[src/rtl/msg_schedule.sv]
// SHA-256 message schedule: captures a 512-bit block and streams W[0..ROUNDS-1]
// over valid/ready using a 16-word sliding window.
module msg_schedule #(
  parameter int ROUNDS = 64
) (
  input  logic         clk,
  input  logic         reset,
  input  logic         start,
  input  logic [511:0] M,
  input  logic         finish,
  input  logic         w_ready,
  output logic [31:0]  w,
  output logic         w_valid,
  output logic [5:0]   t_index,
  output logic         done
);

  typedef enum logic [1:0] {
    IDLE,
    RUN,
    DONE
  } state_t;

  localparam logic [5:0] LAST = 6'(ROUNDS - 1);

  state_t      state;
  logic [31:0] window [16];
  logic [31:0] w_next;
  logic        accept;

  function automatic logic [31:0] s0(input logic [31:0] x);
    return {x[6:0], x[31:7]} ^ {x[17:0], x[31:18]} ^ (x >> 3);
  endfunction

  function automatic logic [31:0] s1(input logic [31:0] x);
    return {x[16:0], x[31:17]} ^ {x[18:0], x[31:19]} ^ (x >> 10);
  endfunction

  assign w      = window[0];
  assign accept = w_valid & w_ready;
  assign w_next = s1(window[14]) + window[9]
                + s0(window[1]) + window[0];

  always_ff @(posedge clk or negedge reset) begin
    if (!reset) begin
      state   <= IDLE;
      t_index <= '0;
      w_valid <= 1'b0;
      done    <= 1'b0;
      for (int i = 0; i < 16; i++)
        window[i] <= '0;
    end else if (finish) begin
      state   <= IDLE;
      t_index <= '0;
      w_valid <= 1'b0;
      done    <= 1'b0;
      for (int i = 0; i < 16; i++)
        window[i] <= '0;
    end else begin
      unique case (state)
        IDLE: begin
          if (start) begin
            for (int i = 0; i < 16; i++)
              window[i] <= M[511-32*i -: 32];
            t_index <= '0;
            w_valid <= 1'b1;
            state   <= RUN;
          end
        end
        RUN: begin
          if (accept) begin
            for (int i = 0; i < 15; i++)
              window[i] <= window[i+1];
            window[15] <= w_next;
            // t_index holds at the last word so it never passes ROUNDS-1
            if (t_index == LAST) begin
              w_valid <= 1'b0;
              done    <= 1'b1;
              state   <= DONE;
            end else begin
              t_index <= t_index + 6'd1;
            end
          end
        end
        DONE: begin
          done  <= 1'b0;
          state <= IDLE;
        end
        default: state <= IDLE;
      endcase
    end
  end

endmodule

[config.mk]
export PLATFORM = sky130hd
export DESIGN_NAME = msg_schedule
export DESIGN_NICKNAME = d
export VERILOG_FILES = /design/src/rtl/msg_schedule.sv
export SDC_FILE = /design/constraint.sdc
export NUM_CORES = 1
export LEC_CHECK = 0
export BUFFER_PORTS_ARGS = -buffer_cell sky130_fd_sc_hd__buf_2
export CORE_MARGIN = 5
export CORE_UTILIZATION = 45
export CTS_CLUSTER_SIZE = 10
export DETAILED_ROUTE_END_ITERATION = 10
export HOLD_SLACK_MARGIN = 0.02
export PLACE_DENSITY = 0.8
export SLEW_MARGIN = 10
export SYNTH_ARGS = -nofsm -noshare
export SYNTH_HDL_FRONTEND = slang
export SYNTH_SLANG_ARGS = --single-unit
[constraint.sdc]
create_clock -name clk -period 4.4 [get_ports clk]
set_input_delay 0.66 -clock clk [delete_from_list [all_inputs] [get_ports clk]]
set_output_delay 0.66 -clock clk [all_outputs]
set_load 0.005 [all_outputs]
Word level (Yosys, flattened, before mapping) --
Index checks and enable logic that the tools add are counted.
Word-level totals: word-level logic and storage cells 67, memories 0, bits in registers 522, output and inout port bits 40, memory bits (read-only) 0, bits in writable memories 0, latch bits 0
Cells by class: $mul 0, shifts and indexed selects 0, equality and inequality tests 7, bitwise gates (word level) 5, reduce and logical (&&, ||, !) cells 8, add/sub/neg operators 4, divide/modulo/power cells 0, order comparisons 0, mux-type cells 23
Operator list (number):
- 512-bit two-way mux | 3
- 512-bit case mux with 2 select lines | 1
- 32-bit adder | 3
- 32-bit XOR | 2
- 32-bit by 22-bit XOR with 32-bit output | 1
- 32-bit by 29-bit XOR with 32-bit output | 1
- 6-bit two-way mux | 4
- 3-bit != test (second input constant) | 4
- 6-bit case mux with 2 select lines | 1
- 3-bit AND reduction | 3
- 2-bit two-way mux | 4
- 4-bit AND reduction | 2
- 1-bit two-way mux | 7
- 6-bit by 1-bit adder with 6-bit output (second input constant) | 1
- 6-bit equality test (second input constant) | 1
- 3-bit nonzero test | 2
- 1-bit case mux with 2 select lines | 2
- 2-bit case mux with 2 select lines | 1
- 2-bit by 1-bit equality test with 1-bit output (second input constant) | 1
- 2-bit equality test (second input constant) | 1
- 2-bit zero test | 1
- 1-bit bitwise AND | 1

Depth between registers and ports, before layout --
Gate-level depths: netlist (run 1).
depth after elaboration 8, gate-level depth with buffers 16, mapped depth without buffers 15

Least setup slack after synthesis (run 1) --
No wires, ideal clock.
kind flip-flop to flip-flop, start reg window[43] (netlist bit), end reg window[25] (netlist bit), buffers on the path 1, clock period less this slack 3.903 ns, data required time 4.263 ns, arrival 3.767 ns, path slack 0.497 ns, stages on the path, launching flop included 16, cells stage by stage dfrtp_1 clkbuf_1 xor2_1 xnor2_1 fa_1 fa_1 inv_1 ha_1 fa_1 a211oi_2 o32ai_2 a21oi_2 a2111oi_4 o31ai_1 xnor2_1 o22ai_1
On the way: cells in the longest elaborated chain, start to end 8
Ends and longest elaborated chain:
- from (decl) | line 27 | logic [31:0] window [16];
- from (signal, indexed assignment) | line 64 | window[i] <= M[511-32*i -: 32];
- from (signal, indexed assignment) | line 73 | window[i] <= window[i+1];
- 32-bit XOR | line 36 | return {x[16:0], x[31:17]} ^ {x[18:0], x[31:19]} ^ (x >> 10);
- 32-bit by 22-bit XOR with 32-bit output (*) | line 36
- 32-bit adder (*) | line 41 | assign w_next = s1(window[14]) + window[9]
- 32-bit adder (*) (2 in a row) | line 42 | + s0(window[1]) + window[0];
- 512-bit two-way mux (*) | line 71 | if (accept) begin
- 512-bit case mux with 2 select lines (*) | line 60 | unique case (state)
- 512-bit two-way mux (*) | line 52 | end else if (finish) begin
Every way passes the cells marked *; elsewhere a longest branch is shown, timed or not. The select of a mux whose other input is x is not followed. A chain may end at the register's enable or synchronous reset.

Worst setup path in the final report (run 1) --
start reg window[50] (netlist bit), end reg window[25] (netlist bit)
The elaborated chain is that of the path after synthesis.

==> results of run 1 <==
[critical path, cell delays in order, from the launching register on]
cell,delay (ns)
dfrtp_1,0.45
xor2_1,0.20
xnor2_1,0.18
fa_1,0.45
fa_1,0.49
inv_1,0.04
ha_1,0.22
fa_1,0.49
a211oi_2,0.31
o32ai_2,0.17
a21oi_2,0.31
a2111oi_4,0.13
o31ai_1,0.31
xnor2_1,0.17
o22ai_1,0.11
[synthesized netlist by cell type (11+ instances only)]
library cell / n
and3_1: 11
o21ai_0: 23
clkbuf_1: 235
inv_1: 132
a21oi_1: 110
nand3_1: 11
a21o_1: 11
dfrtp_1: 522
fa_1: 62
xnor2_1: 89
buf_2: 42
buf_4: 32
a221oi_1: 496
nand2_1: 31
xor2_1: 54
nor2_1: 900
ha_1: 32
[cells by family after synthesis]
logic type / synth area share
buffers and inverters: 0.0681
DFF: 0.479
xor gates and xnor gates: 0.0459
adders and majority gates: 0.0602
AOI/OAI and AO/OA: 0.207
muxes: 0.00110
and+or+nand+nor: 0.139
[layer usage]
layer  share of wire  routed length [microns]  vias up
met5         0.00046                       48        -
met4           0.050                     5290        8
met3           0.095                    10000      230
met2            0.46                    48000     1445
met1            0.40                    41900    12100
li1                -                        -    10900
[registers in the layout, summed over array words and instances (netlist names)]
register,cells
state,2
t_index,6
w,32
window,480
done,1
w_valid,1
[power by group through the flow]
stage / Clock, mW / Sequential (mW) / Combinational [mW]
floorplan: 0 / 5.90 / 6.68
global placement: 0 / 6.29 / 9.27
detailed placement: 0 / 6.32 / 9.27
CTS: 4.62 / 6.25 / 9.35
global route: 4.81 / 6.34 / 10.3
finish: 4.55 / 6.28 / 9.44
[final cells by class]
cell class / count / share of cell area
flip-flops and latches: 522 / 0.408
inverters: 132 / 0.0155
clock inverters: 7 / 0.00355
multi-input cells: 1924 / 0.386
repair buffers: 602 / 0.106
diodes: 20 / 0.00156
clock buffers: 70 / 0.0496
well taps: 782 / 0.0305
[worst paths after layout]
check,end,startpoint
hold reg to reg,window[7],window[7]
setup reg to reg,window[25],window[50]
min in group clk,window[285],M[285]
hold / removal,window[376],reset
max in group asynchronous,window[345],reset
setup / recovery,window[25],window[50]
[cells in the final DEF, fill, tap and decap left out, drive strengths merged, types with 6 or more instances in the layout]
cell type | synthesis | routed
o21a | 7 | 7
clkbuf | 235 | 70
xnor2 | 89 | 89
and3 | 11 | 11
o21bai | 6 | 6
nand3 | 11 | 11
inv | 132 | 133
ha | 32 | 32
a21oi | 111 | 111
xor2 | 54 | 54
nand2 | 31 | 31
diode | 0 | 20
buf | 82 | 602
a21o | 13 | 13
a221oi | 496 | 496
o31ai | 7 | 7
nor2 | 900 | 900
fa | 62 | 62
o22ai | 6 | 6
dfrtp | 522 | 522
a211oi | 7 | 7
o21ai | 27 | 27
==> results.cfg, run 1 <==
[run_status]
outcome = completed

[timing]
tns_ns = 0
setup_violations = 0
rsz0062_at_grt = no
worst_slack_ns = 0.223
drv_slew = 0
fin_crit_ns = 4.18
skew_ns = 0.0301
fin_crit_sh = 0.949
holdWs_ns = 0.134
fmax_mhz = 239
worst_pin_slew_ns = 1.22
finalHoldViolations = 0
slew_headroom = 0.186

[place]
place_inst = 3962
portBuffers = 556
dp_hpwl_microns = 78100
dpl_worst_slack_ns = 0.258
dpl-instance-area_sq_um = 30300
gp_congestion = 0.940

[grt]
grt_pass1_wl_microns = 153000
met3_usage = 0.0643
grt_use_total = 0.306
antenna_found_initial = 23
grt_max_degree = 217
busiest_layer = met2
grt_pass1_vias = 23800
grt-ovfl-total = 0
grt_use_met2 = 0.466
grt_use_met1 = 0.424

[final_layout]
regArea_sq_um = 13100
nNetsFinal = 3853
syn2layout_area_growth_pct = 17.5
multi_input_area_sq_um = 12400
layout.cells.non_filler = 4059
design_area_sq_um = 32100
fillCellCount = 5467
drive_above_1_share = 0.212
final_core_util = 0.532

[clocking]
holdBufCountCts = 0
worstSkewPairLatency_ns = 0.64
htree_levels = 2
cts_buffers = 60
cts_setup_buffers = 0
cts_tree = yes
clockBufferDepth = 3
cts_root_buf = clkbuf_16
clkSlewWorstSetupHoldPaths_ns = 0.07
cts_resized = 0
clock-sinks = 522

[synth]
yosysWarnings = 0
synth_edf_count = 0
syn_inst = 2895
ys_async_sr_fraction = 1.00
post-synth-top-area-cell = dfrtp_1
syn_avg_cell_area_sq_um = 9.42
synth_cell_types = 58
synth_ff_type = dfrtp_1
ys_seq_area_frac = 0.479
mappedNetlistNets = 3506
synth_top_area_share = 0.479
synthesis.area_sq_um = 27300
synth.area.top_cells = dfrtp_1 48%, a221oi_1 16%, nor2_1 12%, fa_1 4.6%, clkbuf_1 3.2%
synth-seq-cells = 522

[setup_path]
worst_ep_required_time_ns = 4.89
start_kind = flip-flop
worst-setup-path-type = flip-flop to flip-flop
end_kind = flip-flop
cp_max_fo = 5
worstRegToRegCells = 14
critPathArrivalTime_ns = 4.66
r2r_slack_ns = 0.22

[floorplanning]
die_x_microns = 256
start_util = 0.453
core_sq_um = 60200
std_cell_rows = 90
ios = 557
die_area_sq_um = 65600
die_y_microns = 256

[power]
pwr-share-comb = 0.466
swShare = 0.416
seqPwrFrac = 0.310
power_switching_mw = 8.43
cellLeakagePower_nw = 15.1
clkPwrFrac = 0.224
peakVddDrop_v = 0.000461
p_per_area_nw_per_um2 = 632
power_mw = 20.3
internal_power_mw = 11.8

[drt]
ant_nets = 0
drtIter0Drc = 3434
avgViaCountPerCell = 6.08
drc = 0
dr.pass1.iters = 7
dr_total_vias = 24700
drt-total-wl_microns = 105000
wl_per_cell_microns = 25.9

[run]
drv_cap = 0

[min_path]
hold_class = input port to async pin
Power figures use the tool's default switching activity.
==> inputs of run 2 (changes only) <==
--- a/config.mk
+++ b/config.mk
@@ -8,8 +8,11 @@
 export BUFFER_PORTS_ARGS = -buffer_cell sky130_fd_sc_hd__buf_2
+export CELL_PAD_IN_SITES_DETAIL_PLACEMENT = 0
+export CELL_PAD_IN_SITES_GLOBAL_PLACEMENT = 1
 export CORE_MARGIN = 5
-export CORE_UTILIZATION = 45
+export CORE_UTILIZATION = 42
 export CTS_CLUSTER_SIZE = 10
 export DETAILED_ROUTE_END_ITERATION = 10
+export GPL_TIMING_DRIVEN = 0
 export HOLD_SLACK_MARGIN = 0.02
-export PLACE_DENSITY = 0.8
+export PLACE_DENSITY = 0.92
 export SLEW_MARGIN = 10
==> constraint.sdc (replaced) <==
create_clock -name clk -period 4.4 [get_ports clk]
set_input_delay 0 -clock clk [delete_from_list [all_inputs] [get_ports clk]]
set_output_delay 0 -clock clk [all_outputs]
set_load 0.005 [all_outputs]
==> run 2 against run 1 <==
  * Flip-flop and latch count unchanged
  * Clock skew down 0.015 ns
  * Routed wire length up 20%
  * Critical endpoint unchanged
==> results.cfg, run 2 (synthesis results as in run 1) <==
[final_layout]
largest_reg_flops = 480
top_register = window
drive_above_1_share = 0.183
layout_commonest_cell = nor2_1
syn2layout_area_growth_pct = 40.3
nNetsFinal = 4634
layout_common_cells = 900 x nor2_1, 596 x buf_2, 518 x dfrtp_1, 518 x dlygate4sd3_1, 492 x a221oi_1

[drt]
drtIter0Drc = 3697
drc = 0
dr.pass1.iters = 6
ant_nets = 0
wl_per_cell_microns = 25.7
drt-total-wl_microns = 126000
avgViaCountPerCell = 5.90
dr_total_vias = 29000

[setup_path]
critPathSlowestCell = o31ai_1
crit_chain = xor2_1 -> xnor2_1 -> fa_1 -> fa_1 -> inv_1 -> ha_1 -> a21oi_1 -> o21ai_0 -> a211oi_1 -> o31ai_1 -> o31ai_1 -> xnor2_1 -> o22ai_1
cp_max_fo = 7
cp_slowest_stage_delay_ns = 0.54
critPathArrivalTime_ns = 4.79
end_kind = flip-flop
worst-setup-path-type = flip-flop to flip-flop
start_kind = flip-flop
worst_ep_required_time_ns = 4.87

[clocking]
htree_levels = 2
clock-sinks = 522
clockBufferDepth = 3
cts_tree = yes
clkSlewWorstSetupHoldPaths_ns = 0.07
cts_buffers = 60
cts_root_buf = clkbuf_16
worstSkewPairLatency_ns = 0.61

[timing]
rsz0062_at_grt = no
fin_crit_ns = 4.32
skew_ns = 0.0156
worst_slack_ns = 0.0814
finalHoldViolations = 0
slew_headroom = 0.307
fmax_mhz = 232
worst_pin_slew_ns = 1.04
setup_violations = 0
fin_crit_sh = 0.981
drv_slew = 0
holdWs_ns = 0.189

[grt]
busiest_layer = met2
grt_use_met1 = 0.443
grt_use_met2 = 0.548
antenna_found_initial = 15
grt-ovfl-total = 0
grt_max_degree = 109
grt_pass1_vias = 28900
grt_use_total = 0.344
met3_usage = 0.0771
grt_pass1_wl_microns = 182000

[floorplanning]
core_sq_um = 64300
die_y_microns = 265
die_x_microns = 265
ios = 557
die_area_sq_um = 70100
start_util = 0.424
std_cell_rows = 93

[min_path]
hold_class = input port to flip-flop

[run_status]
outcome = completed

[run]
drv_cap = 0

[place]
portBuffers = 555
dp_hpwl_microns = 94300
dpl_worst_slack_ns = -0.231
gp_congestion = 0.976

[power]
p_per_area_nw_per_um2 = 558
cellLeakagePower_nw = 17.6
peakVddDrop_v = 0.000603
[run 2: path summary, 6_finish.rpt]
| path | start | to | slack, ns | cells after the start |
|---|---|---|---|---|
| setup / recovery | window[56] | window[25] | 0.08 | 13 |
| hold / removal | M[115] | window[115] | 0.19 | 4 |
| setup reg to reg | window[56] | window[25] | 0.08 | 13 |
| hold reg to reg | window[301] | window[301] | 0.51 | 2 |
| max in group asynchronous | reset | window[191] | 2.39 | 6 |
| min in group asynchronous | reset | window[114] | 0.52 | 4 |
[run 2: layout make-up]
| type | count | area (sq um) |
|---|---|---|
| multi-input combinational | 1924 | 12500 |
| inverter | 132 | 495 |
| buffer | 302 | 1310 |
| fill | 5485 | 26100 |
| antenna | 20 | 50.0 |
| clock inverter | 4 | 35.0 |
| clock buffer | 74 | 1640 |
| timing repair buffer | 1081 | 8150 |
| sequential | 522 | 13100 |
| tap | 855 | 1070 |
[run 2: repair_timing]
action                                  CTS  global route
buffers inserted                          1             0
endpoints found under the setup margin    7            14
hold buffers                            519             0
gates resized for setup                   3            16
hold endpoints to repair                746             0
pin swaps                                 2             6
[run 2: layer usage]
metal	wire, microns	part of all wire
met1	47600	0.38
met2	57300	0.45
met3	13100	0.10
met4	8250	0.065
met5	34	0.00027
[run 2: power by group]
group / total (mW) / switching (mW) / internal [mW]
Clock: 4.52 / 1.96 / 2.56
Sequential: 6.24 / 0.699 / 5.54
Combinational: 10.6 / 6.44 / 4.17
Total: 21.4 / 9.10 / 12.3
[run 2: through the flow]
step / instance area (sq um) / setup TNS [ns] / cells / utilization / power, mW
final: 38300 / 0 / 4914 / 0.595 / 21.4
after detailed placement: 31300 / -0.602 / 4311 / 0.486 / 15.8
after global routing: 38200 / 0 / 4903 / 0.594 / 22.4
after floorplan: 27300 / 0 / 2895 / - / 12.6
after global placement: 31100 / -3903.77 / 4305 / 0.484 / 15.8
after CTS: 38200 / -0.00909 / 4903 / 0.593 / 20.8
[run 2: worst max-delay path, delay by kind of cell (launching register included)]
| family | cells | cell delay, ns |
|---|---|---|
| buffers and inverters | 1 | 0.05 |
| adder cells (fa/ha/maj) | 3 | 1.41 |
| flip-flops | 1 | 0.52 |
| AO/OA/AOI/OAI | 6 | 1.40 |
| XOR/XNOR | 3 | 0.82 |
